`config.mk`:
```
export PLATFORM = sky130hd
export DESIGN_NAME = mult_error_monitor_flat
export DESIGN_NICKNAME = d
export VERILOG_FILES = /design/src/rtl/mult_error_monitor_if.sv /design/src/rtl/mult_error_monitor.sv /design/src/flat_wrapper.sv
export SDC_FILE = /design/constraint.sdc
export NUM_CORES = 1
export LEC_CHECK = 0
export CELL_PAD_IN_SITES_DETAIL_PLACEMENT = 0
export CELL_PAD_IN_SITES_GLOBAL_PLACEMENT = 1
export CORE_ASPECT_RATIO = 0.5
export CORE_MARGIN = 2
export CORE_UTILIZATION = 40
export CTS_BUF_LIST = sky130_fd_sc_hd__clkbuf_8
export DETAILED_ROUTE_END_ITERATION = 12
export MAX_ROUTING_LAYER = met4
export PLACE_DENSITY_LB_ADDON = 0.1
export SKIP_CTS_REPAIR_TIMING = 1
export SLEW_MARGIN = 10
export SYNTH_ARGS = -nofsm -noshare
export SYNTH_HDL_FRONTEND = slang
export SYNTH_SLANG_ARGS = --single-unit
```
`constraint.sdc`:
```
create_clock -name clk -period 14.8 [get_ports clk]
set_input_delay 1.48 -clock clk [delete_from_list [all_inputs] [get_ports clk]]
set_output_delay 1.48 -clock clk [all_outputs]
set_load 0.005 [all_outputs]
```
`src/rtl/mult_error_monitor_if.sv`:
```
// Sample stream from the approximate multiplier into the error monitor.
interface mult_error_monitor_if;
  logic        in_valid;
  logic        in_ready;
  logic [7:0]  op_a;
  logic [7:0]  op_b;
  logic [15:0] approx_p;

  modport master (output in_valid, op_a, op_b, approx_p, input in_ready);
  modport slave  (input in_valid, op_a, op_b, approx_p, output in_ready);
endinterface

```
`src/rtl/mult_error_monitor.sv`:
```
// Collects |exact - approx| statistics over a run of N_SAMPLES accepted samples
// through a three-stage pipeline (capture, diff, accumulate).
module mult_error_monitor #(
  parameter int N_SAMPLES = 256,
  parameter int ACC_W     = 32
) (
  input  logic                 clk,
  input  logic                 rst,
  input  logic                 start,
  mult_error_monitor_if.slave  smp,
  output logic                 busy,
  output logic                 done,
  output logic [15:0]          err_cnt,
  output logic [ACC_W-1:0]     err_sum,
  output logic [15:0]          max_err,
  output logic [7:0]           max_a,
  output logic [7:0]           max_b
);

  typedef enum logic [1:0] {IDLE, RUN, DRAIN, DONE} state_t;

  localparam logic [15:0] LAST = 16'(N_SAMPLES - 1);
  localparam int          SW   = ((ACC_W > 16) ? ACC_W : 16) + 1;
  localparam logic [SW-1:0] SAT = SW'({ACC_W{1'b1}});

  state_t      state, state_nxt;
  logic [15:0] acc_cnt;
  logic [1:0]  drain_cnt;
  logic        beat, clear;

  logic        s1_v, s2_v;
  logic [7:0]  s1_a, s1_b, s2_a, s2_b;
  logic [15:0] s1_p, s2_diff;
  logic [15:0] exact, diff_c;
  logic signed [16:0] delta;
  logic [SW-1:0] sum_ext;

  assign beat  = smp.in_valid & smp.in_ready;
  assign clear = (state == IDLE) & start;

  always_comb begin
    state_nxt    = state;
    smp.in_ready = 1'b0;
    busy         = 1'b0;
    done         = 1'b0;
    case (state)
      IDLE:  if (start) state_nxt = RUN;
      RUN: begin
        smp.in_ready = 1'b1;
        busy         = 1'b1;
        if (beat && acc_cnt == LAST) state_nxt = DRAIN;
      end
      // Held until the third edge after the final beat so done follows the S3 update.
      DRAIN: begin
        busy = 1'b1;
        if (drain_cnt == 2'd2) state_nxt = DONE;
      end
      DONE: begin
        done      = 1'b1;
        state_nxt = IDLE;
      end
      default: state_nxt = IDLE;
    endcase
  end

  always_ff @(posedge clk or posedge rst) begin
    if (rst) begin
      state     <= IDLE;
      acc_cnt   <= '0;
      drain_cnt <= '0;
    end else begin
      state <= state_nxt;
      if (clear)     acc_cnt <= '0;
      else if (beat) acc_cnt <= acc_cnt + 16'd1;
      drain_cnt <= (state == DRAIN) ? drain_cnt + 2'd1 : '0;
    end
  end

  always_comb begin
    exact   = 16'(s1_a) * 16'(s1_b);
    delta   = $signed({1'b0, exact}) - $signed({1'b0, s1_p});
    diff_c  = delta[16] ? 16'(-delta) : delta[15:0];
    sum_ext = SW'(err_sum) + SW'(s2_diff);
  end

  always_ff @(posedge clk or posedge rst) begin
    if (rst) begin
      s1_v    <= 1'b0;
      s1_a    <= '0;
      s1_b    <= '0;
      s1_p    <= '0;
      s2_v    <= 1'b0;
      s2_a    <= '0;
      s2_b    <= '0;
      s2_diff <= '0;
    end else begin
      s1_v <= beat;
      if (beat) begin
        s1_a <= smp.op_a;
        s1_b <= smp.op_b;
        s1_p <= smp.approx_p;
      end
      s2_v <= s1_v;
      if (s1_v) begin
        s2_a    <= s1_a;
        s2_b    <= s1_b;
        s2_diff <= diff_c;
      end
    end
  end

  always_ff @(posedge clk or posedge rst) begin
    if (rst) begin
      err_cnt <= '0;
      err_sum <= '0;
      max_err <= '0;
      max_a   <= '0;
      max_b   <= '0;
    end else if (clear) begin
      err_cnt <= '0;
      err_sum <= '0;
      max_err <= '0;
      max_a   <= '0;
      max_b   <= '0;
    end else if (s2_v) begin
      if (s2_diff != '0 && err_cnt != '1) err_cnt <= err_cnt + 16'd1;
      err_sum <= (sum_ext > SAT) ? '1 : sum_ext[ACC_W-1:0];
      if (s2_diff > max_err) begin
        max_err <= s2_diff;
        max_a   <= s2_a;
        max_b   <= s2_b;
      end
    end
  end

endmodule

```
`src/flat_wrapper.sv`:
```
// flat-port wrapper written by rule: the top's interface ports become plain ports
module mult_error_monitor_flat 
#(
  parameter int N_SAMPLES = 256,
  parameter int ACC_W     = 32
)
  (clk, rst, start, busy, done, err_cnt, err_sum, max_err, max_a, max_b, smp_in_valid, smp_op_a, smp_op_b, smp_approx_p, smp_in_ready);
  mult_error_monitor_if smp_i ();
  input  logic clk;
  input  logic rst;
  input  logic start;
  output logic busy;
  output logic done;
  output logic [15:0] err_cnt;
  output logic [ACC_W-1:0] err_sum;
  output logic [15:0] max_err;
  output logic [7:0] max_a;
  output logic [7:0] max_b;
  input wire logic [$bits(smp_i.in_valid)-1:0] smp_in_valid;
  input wire logic [$bits(smp_i.op_a)-1:0] smp_op_a;
  input wire logic [$bits(smp_i.op_b)-1:0] smp_op_b;
  input wire logic [$bits(smp_i.approx_p)-1:0] smp_approx_p;
  output wire logic [$bits(smp_i.in_ready)-1:0] smp_in_ready;
  assign smp_i.in_valid = smp_in_valid;
  assign smp_i.op_a = smp_op_a;
  assign smp_i.op_b = smp_op_b;
  assign smp_i.approx_p = smp_approx_p;
  assign smp_in_ready = smp_i.in_ready;
  mult_error_monitor #(.N_SAMPLES(N_SAMPLES), .ACC_W(ACC_W)) u_core (.clk(clk), .rst(rst), .start(start), .smp(smp_i), .busy(busy), .done(done), .err_cnt(err_cnt), .err_sum(err_sum), .max_err(max_err), .max_a(max_a), .max_b(max_b));
endmodule
```
==> reports/results.ini, run 1 <==
[floorplan]
coreArea_sq_um=27900
start_util_pct=41.0
die-height_microns=124
die_w_microns=243
rows=43
die-area_sq_um=30100
io_pins=119

[synth]
avgSynthCellArea_sq_um=9.19
synthFlopType=dfrtp_1
ys_ff_latch=166
synth_cell_type_count=68
ys_seq_area_share_pct=36.3
synth_edf_count=0
synth_nets=1417
synthCells=1247
async_flop_share_pct=100
synth_area_sq_um=11500
yosys_warnings=0

[detailed_routing]
drt-initial-drc-count=467
dr.pass1.iters=5
num_vias=8997
wl_met2_microns=12800
drc=0
top_layer_used=met4
dr_wl_met3_microns=897
wl_microns=27800
avgViaCountPerCell=5.19
final_antenna_net_count=0
wl_met1_microns=13800
drt-wirelength-per-cell_microns=16.0

[grt]
overflow=0
grtUsageTotal_pct=19.9
grt_max_degree=95
grt_pass1_wl_microns=46000
antenna_found_initial=0
grt_pass1_vias=8799

[cells_and_area]
diodes=0
fin_cells=1734
fillers=2692
area_growth_pct=16.9
seqCellArea_sq_um=4150
finish.utilization_pct=48.0
layout_common_cells=207 x nand2_1, 166 x dfrtp_1, 130 x inv_1, 118 x clkdlybuf4s50_1, 83 x ha_1
final_common_cell=nand2_1
final_nets=1510
multi_input_area_sq_um=6630
drive_above_1_share_pct=5.77

[clock_network]
clk_pin_slew_ps=100
clk_latency_ps=490
cts_buffer_depth=2
cts.sink_count=166
htree_levels=4
cts_root_buf=clkbuf_8
tritoncts=built
numCtsBuffers=17

[worst_setup_path]
path_class=flop to flop
endpoint_kind=flop
required_ps=15170
crit_arrival_ps=5750
cp_max_fo=11
crit_start=u_core.s1_b[2]
worst_setup_path_start_kind=flop
r2r-start=u_core.s1_b[2]

[sta]
rsz0062_at_grt=false
fin_crit_sh_pct=36.4
setup_viol=0
finalHoldViolCount=0
setup_ws_ps=9420
skew_ps=13.1
maxSlewViolCount=0
worst_slew_pin_slew_ps=990
period_minus_slack_ps=5380
slew_headroom_pct=33.9
fmax_mhz=186
tns_ps=0

[run_status]
status=completed

[min_path]
worstHoldStart=u_core.drain_cnt[0]
hold_class=flop to flop

[placed_design]
gp_congestion=0.847
place_ws_ps=9420
placedCellCount=1703
place_hpwl_microns=20800
port-buffer-count=118

[run]
cap_violations=0

cell families (layout without fill, tap and decap cells):
kind of cell               Yosys count  count (layout)  share of synthesized area [%]
buffers and inverters              182             287                           6.07
xor gates and xnor gates            57              57                           4.36
adders and majority gates          134             134                           18.0
and+or+nand+nor                    446             446                           18.4
muxes                               52              52                           4.77
DFF                                166             166                           36.3
AOI/OAI and AO/OA                  210             210                           12.2
worst paths after layout:
path / to / slack [ps] / depth (start not counted)
setup / recovery: u_core.s2_diff[13] / 9420 / 18
hold / removal: u_core.drain_cnt[0] / 430 / 1
setup reg to reg: u_core.s2_diff[13] / 9420 / 18
hold reg to reg: u_core.drain_cnt[0] / 430 / 1
max in group asynchronous: u_core.err_sum[29] / 11770 / 3
min in group asynchronous: u_core.s2_diff[14] / 1520 / 2
layer usage:
layer	track usage, %	up-vias
li1	-	4380
met1	27.2	4473
met2	31.0	126
met3	3.88	18
met4	4.49	0
met5	-	-
layout make-up:
cell class	count	share of cell area, %
Clock buffer	17	1.75
Clock inverter	14	1.25
Inverter	130	3.68
Multi-Input combinational cell	899	49.5
Sequential cell	166	31.0
Tap cell	382	3.57
Timing Repair Buffer	126	9.27
through the flow:
step | area [sq um] | hold slack (ps)
detailed placement | 13000 | 423
global placement | 13000 | 415
finish | 13400 | 433
CTS | 13400 | 439
global route | 13400 | 465
floorplan | 11500 | 352
critical path: stages (launching register included):
cell and delay, ps:
dfrtp_1 590, nand2_1 140, fa_1 560, inv_1 50
fa_1 480, fa_1 490, inv_1 50, fa_1 530
inv_1 40, ha_1 340, o21a_1 210, a21boi_1 150
o21a_1 220, o31a_1 250, o21ai_0 200, buf_4 230
nand2_1 220, and4b_1 250, a221o_1 260
registers in the layout, summed over array words and instances, names as in the netlist, 8 cells and up:
register	count
u_core.max_b	8
u_core.max_err	16
u_core.err_cnt	16
u_core.s2_b	8
u_core.s2_diff	16
u_core.max_a	8
u_core.s1_b	8
u_core.s1_p	16
u_core.s2_a	8
u_core.acc_cnt	16
u_core.err_sum	32
u_core.s1_a	8
cells in the mapped netlist (3+ instances only):
library cell / n / area (sq um)
nand2_1: 208 / 781
dfrtp_1: 166 / 4150
inv_1: 130 / 488
ha_1: 83 / 1040
nor2_1: 73 / 274
o21ai_0: 57 / 285
a21oi_1: 51 / 255
fa_1: 51 / 1020
clkbuf_1: 45 / 169
and2_1: 43 / 269
mux2i_1: 34 / 340
xor2_1: 29 / 254
xnor2_1: 28 / 245
nand3_1: 25 / 125
a31oi_1: 18 / 113
mux2_2: 17 / 191
nor2b_1: 13 / 81.3
nor4_1: 13 / 81.3
a21o_1: 12 / 90.1
and3_1: 12 / 75.1
nand4_1: 12 / 75.1
nor3_1: 11 / 55.1
o21a_1: 10 / 75.1
nand2b_1: 9 / 56.3
a311oi_1: 7 / 61.3
o21bai_1: 7 / 52.6
and4_1: 6 / 52.6
a211oi_1: 5 / 37.5
a211o_1: 4 / 35.0
buf_2: 4 / 20.0
or3_1: 4 / 25.0
nand3b_1: 3 / 22.5
nor3b_1: 3 / 22.5
o211ai_1: 3 / 22.5
o221a_2: 3 / 33.8
o31ai_1: 3 / 22.5
Power of run 1 is left out: the tool's default activity adds up to more than one toggle a clock period on the data nets, which glitch-free logic cannot reach.
==> inputs of run 2 (changes only) <==
==> constraint.sdc (replaced) <==
create_clock -name clk -period 5.19 [get_ports clk]
set_input_delay 0.519 -clock clk [delete_from_list [all_inputs] [get_ports clk]]
set_output_delay 0.519 -clock clk [all_outputs]
set_load 0.005 [all_outputs]
==> run 2 against run 1 <==
  * Non-clock buffer count rose by 45
  * Sequential cell count did not move
  * Routed wire length rose by 2.5%
  * Global-route usage rose by 0.095 points
  * Die area did not move
  * Sequential share of layout area fell by 1.1 points
  * Worst hold slack improved by 6.0 ps
  * Setup slack got worse by 9200 ps
  * Utilization rose by 1.9 points
  * Final cell count rose by 2.6%
  * Register-to-register slack got worse by 9200 ps
  * Highest routed layer unchanged
==> reports/results.ini, run 2 (synthesis gave the netlist of run 1 again) <==
[clock_network]
numCtsBuffers=17  ; unchanged
cts_root_buf=clkbuf_8
htree_levels=4  ; unchanged
clk_latency_ps=500  ; about the same
cts_buffer_depth=2  ; unchanged
clk_pin_slew_ps=100  ; about the same
tritoncts=built
cts.sink_count=166  ; unchanged

[floorplan]
die_w_microns=243  ; unchanged
die-height_microns=124  ; unchanged
start_util_pct=41.0  ; unchanged
die-area_sq_um=30100  ; unchanged
coreArea_sq_um=27900  ; unchanged
io_pins=119  ; unchanged
rows=43  ; unchanged

[detailed_routing]
avgViaCountPerCell=5.13  ; -1.2%
dr_wl_met3_microns=859  ; -4.2%
drc=0  ; unchanged
wl_met1_microns=14000  ; +1.6%
wl_microns=28400  ; +2.5%
wl_met2_microns=13400  ; +4.8%
num_vias=9121  ; +1.4%
drt-wirelength-per-cell_microns=16.0  ; about the same
drt-initial-drc-count=538  ; +15%
final_antenna_net_count=0  ; unchanged
top_layer_used=met4
dr.pass1.iters=5  ; unchanged

[sta]
worst_slew_pin_slew_ps=934  ; -55.9 ps
setup_viol=0  ; unchanged
period_minus_slack_ps=5000  ; -385 ps
slew_headroom_pct=37.8  ; +3.9 points
finalHoldViolCount=0  ; unchanged
fin_crit_sh_pct=96.3  ; +60 points
maxSlewViolCount=0  ; unchanged
fmax_mhz=200  ; +7.7%
skew_ps=16.6  ; +3.49 ps

[worst_setup_path]
path_class=flop to flop
required_ps=5580  ; -9590 ps
worstPathCellList=and2_4 > fa_1 > fa_1 > fa_1 > inv_1 > fa_1 > inv_1 > ha_4 > buf_4 > o211a_1 > o21ai_0 > a21o_1 > a311oi_1 > and2_1 > and2_1 > and4b_1 > a221o_1
cp_max_fo=8  ; -3
worst_setup_path_start_kind=flop
cpMaxStageDelayCell=fa_1
cp.depth=17  ; -1
crit_family=adder cells
crit_arrival_ps=5390  ; -360 ps
endpoint_kind=flop
path_common_cell=fa_1
crit_buf_inv=3  ; -1
r2r_cells=17  ; -1
max_stage_delay_ps=550  ; -40 ps

[cells_and_area]
layout_common_cells=205 x nand2_1, 155 x dfrtp_1, 127 x inv_1, 118 x clkdlybuf4s50_1, 75 x ha_1
diodes=0  ; unchanged
final_nets=1555  ; +3.0%
final_common_cell=nand2_1
area_growth_pct=21.4
regMostFlops=u_core.err_sum
largest_register_ffs=32  ; unchanged
fin_cells=1779  ; +2.6%
drive_above_1_share_pct=11.4  ; +5.6 points

[grt]
overflow=0  ; unchanged
grtUsageTotal_pct=20.0  ; +0.095 points
antenna_found_initial=0  ; unchanged
grt_max_degree=102  ; +7.4%
grt_pass1_vias=8909  ; +1.3%
grt_pass1_wl_microns=46200  ; +0.50%

[placed_design]
gp_congestion=0.844  ; -0.31%
port-buffer-count=118  ; unchanged
place_hpwl_microns=21300  ; +2.5%
placedCellCount=1732  ; +1.7%

[min_path]
hold_class=flop to flop
holdPathStages=1  ; unchanged

[run]
cap_violations=0  ; unchanged

[run_status]
status=completed

-- run 2: cell count changes in the layout (fill, tap and decap cells not counted), moves of 8 or more --
cell	delta
ha_1	-8
dfrtp_2	+11
dfrtp_1	-11
ha_4	+8
buf_4	+41
-- run 2: through the flow --
step           utilization, %  setup TNS, ps  hold slack [ps]  worst slack, ps  instance area [sq um]
5_1_grt                  49.8          -32.4              463            -25.1                  13900
4_1_cts                  48.6          -17.5              442            -17.5                  13600
6_report                 49.8              0              439              192                  13900
3_5_place_dp             47.3              0              428             6.97                  13200
2_1_floorplan               -              0              352              171                  11500
3_3_place_gp             47.3              0              415              113                  13200
-- run 2: layout make-up --
cell class	count	area, sq um
Timing Repair Buffer	171	1590
Fill cell	2687	14000
Clock inverter	13	124
Inverter	130	493
Multi-Input combinational cell	899	6810
Clock buffer	18	248
Sequential cell	166	4170
Tap cell	382	478
-- run 2: worst paths after layout --
check	startpoint	endpoint	slack [ps]
worst max register to register	u_core.s1_b[4]	u_core.s2_diff[13]	190
worst min register to register	u_core.drain_cnt[0]	u_core.drain_cnt[0]	440
max in group asynchronous	rst	u_core.err_cnt[12]	3590
min in group asynchronous	rst	u_core.s2_diff[4]	590
worst max-delay path	u_core.s1_b[4]	u_core.s2_diff[13]	190
worst min-delay path	u_core.drain_cnt[0]	u_core.drain_cnt[0]	440
-- run 2: routing by layer --
| layer | global-route usage (%) | vias to the layer above |
|---|---|---|
| li1 | - | 4464 |
| met1 | 27.1 | 4510 |
| met2 | 31.8 | 131 |
| met3 | 3.53 | 16 |
| met4 | 4.37 | 0 |
| met5 | - | - |
Power of run 2 is left out for the same reason.
==> inputs of run 3 (changes only) <==
--- a/config.mk
+++ b/config.mk
@@ -5,6 +5,7 @@
 export SDC_FILE = /design/constraint.sdc
 export NUM_CORES = 1
 export LEC_CHECK = 0
+export CAP_MARGIN = 20
 export CELL_PAD_IN_SITES_DETAIL_PLACEMENT = 0
 export CELL_PAD_IN_SITES_GLOBAL_PLACEMENT = 1
 export CORE_ASPECT_RATIO = 0.5
@@ -14,6 +15,7 @@
 export DETAILED_ROUTE_END_ITERATION = 12
 export MAX_ROUTING_LAYER = met4
 export PLACE_DENSITY_LB_ADDON = 0.1
+export REMOVE_ABC_BUFFERS = 1
 export SKIP_CTS_REPAIR_TIMING = 1
 export SLEW_MARGIN = 10
 export SYNTH_ARGS = -nofsm -noshare
==> run 3 against run 2 <==
  * Routed wire length is 0.34% lower
  * Clock-buffer cell count unchanged
  * Clock skew decreased by 3.2 ps
  * Final cell count increased by 0.17%
  * Critical path depth shrank 1
  * Sequential share of layout area about the same
  * Worst hold slack worse by 7.5 ps
==> reports/results.ini, run 3 (synthesis gave the netlist of run 1 again) <==
[worst_setup_path]
endpoint_kind=flop
r2r_end=u_core.s2_diff[13]
r2r_cells=16  ; -1
cp_max_fo=4  ; -4
crit_family=adder cells
cpMaxStageDelayCell=fa_1
crit_buf_inv=3  ; unchanged
r2r-start=u_core.s1_b[4]
worstPathCellList=buf_4 > and2_1 > fa_1 > fa_1 > fa_1 > inv_1 > fa_1 > inv_1 > ha_2 > a21o_1 > or4_4 > o311a_4 > nor4_4 > and2_1 > and4b_1 > a221o_1
crit_arrival_ps=5400  ; about the same
max_stage_delay_ps=540  ; about the same
r2r_setup_slack_ps=170  ; -20 ps
path_class=flop to flop
path_common_cell=fa_1
required_ps=5580  ; about the same
worst_setup_path_start_kind=flop

[cells_and_area]
fillers=2664  ; -0.86%
regMostFlops=u_core.err_sum
finish.utilization_pct=49.8  ; about the same
layout_common_cells=205 x nand2_1, 155 x dfrtp_1, 128 x inv_1, 118 x clkdlybuf4s50_1, 77 x ha_1
area_growth_pct=21.5  ; about the same
diodes=0  ; unchanged
final_common_cell=nand2_1
largest_register_ffs=32  ; unchanged
drive_above_1_share_pct=11.2  ; -0.17 points
final_nets=1557  ; +0.13%

[min_path]
worstHoldStart=u_core.drain_cnt[0]
hold_class=flop to flop
holdPathStages=1  ; unchanged
min_to=u_core.drain_cnt[0]

[grt]
grt_pass1_vias=8949  ; +0.45%
grt_max_degree=73  ; -28%
antenna_found_initial=0  ; unchanged
grtUsageTotal_pct=19.8  ; -0.24 points
grt_pass1_wl_microns=46100  ; -0.19%
overflow=0  ; unchanged

[detailed_routing]
wl_microns=28300  ; -0.34%
avgViaCountPerCell=5.10  ; -0.60%
drt-wirelength-per-cell_microns=15.9  ; -0.51%
drc=0  ; unchanged
drt-initial-drc-count=477  ; -11%
final_antenna_net_count=0  ; unchanged
num_vias=9082  ; -0.43%
dr.pass1.iters=5  ; unchanged

[floorplan]
coreArea_sq_um=27900  ; unchanged
die_w_microns=243  ; unchanged
die-height_microns=124  ; unchanged
io_pins=119  ; unchanged
die-area_sq_um=30100  ; unchanged
start_util_pct=41.0  ; unchanged
rows=43  ; unchanged

[placed_design]
port-buffer-count=118  ; unchanged
place_ws_ps=-20.7  ; -27.7 ps
place_hpwl_microns=20800  ; -2.4%
gp_congestion=0.875  ; +3.7%

[sta]
skew_ps=13.4  ; -3.18 ps
worst_slew_pin_slew_ps=970  ; +35.9 ps
maxSlewViolCount=0  ; unchanged
period_minus_slack_ps=5020  ; +18.0 ps
setup_viol=0  ; unchanged
finalHoldViolCount=0  ; unchanged
slew_headroom_pct=35.2  ; -2.6 points
setup_ws_ps=174  ; -18.0 ps
fin_crit_sh_pct=96.6  ; +0.35 points
tns_ps=0  ; unchanged
hold_ws_ps=431  ; -7.54 ps
fmax_mhz=199  ; -0.36%

[clock_network]
cts_root_buf=clkbuf_8
cts.sink_count=166  ; unchanged
clk_pin_slew_ps=100  ; about the same
htree_levels=4  ; unchanged
cts_buffer_depth=2  ; unchanged
numCtsBuffers=17  ; unchanged
clk_latency_ps=500  ; about the same
tritoncts=built

[run_status]
status=completed

[run]
cap_violations=0  ; unchanged

[run 3: worst max-delay path by stage]
stage,startpoint,to,slack [ps],cells past startpoint
after floorplan,u_core.s1_b[7],u_core.s2_diff[13],-350,18
after global placement,u_core.s1_a[3],u_core.s2_diff[13],40,17
after detailed placement,u_core.s1_a[3],u_core.s2_diff[13],-20,17
after CTS,u_core.s1_a[3],u_core.s2_diff[13],-30,17
after global routing,u_core.s1_b[7],u_core.s2_diff[13],-10,17
final,u_core.s1_b[4],u_core.s2_diff[13],170,16
[run 3: per-layer routing]
metal / share of wire, % / vias to the layer above / GRT usage, %
li1: - / 4469 / -
met1: 50 / 4442 / 26.3
met2: 46 / 143 / 31.2
met3: 3.3 / 28 / 3.92
met4: 1.4 / 0 / 5.25
met5: 0 / - / -
[run 3: area by class of cell]
class | count | area, sq um | share of cell area (%)
clock buffers | 18 | 248 | 1.78
clock inverters | 14 | 146 | 1.05
inverters | 130 | 493 | 3.54
multi-input cells | 900 | 6790 | 48.8
flip-flops and latches | 166 | 4170 | 29.9
well taps | 382 | 478 | 3.43
repair buffers | 172 | 1600 | 11.5
[run 3: per-stage QoR]
step	instance area, sq um	instances
CTS	13600	1758
global placement	13200	1726
finish	13900	1782
detailed placement	13200	1726
floorplan	11200	1195
global route	13900	1782
Power of run 3 is left out for the same reason.
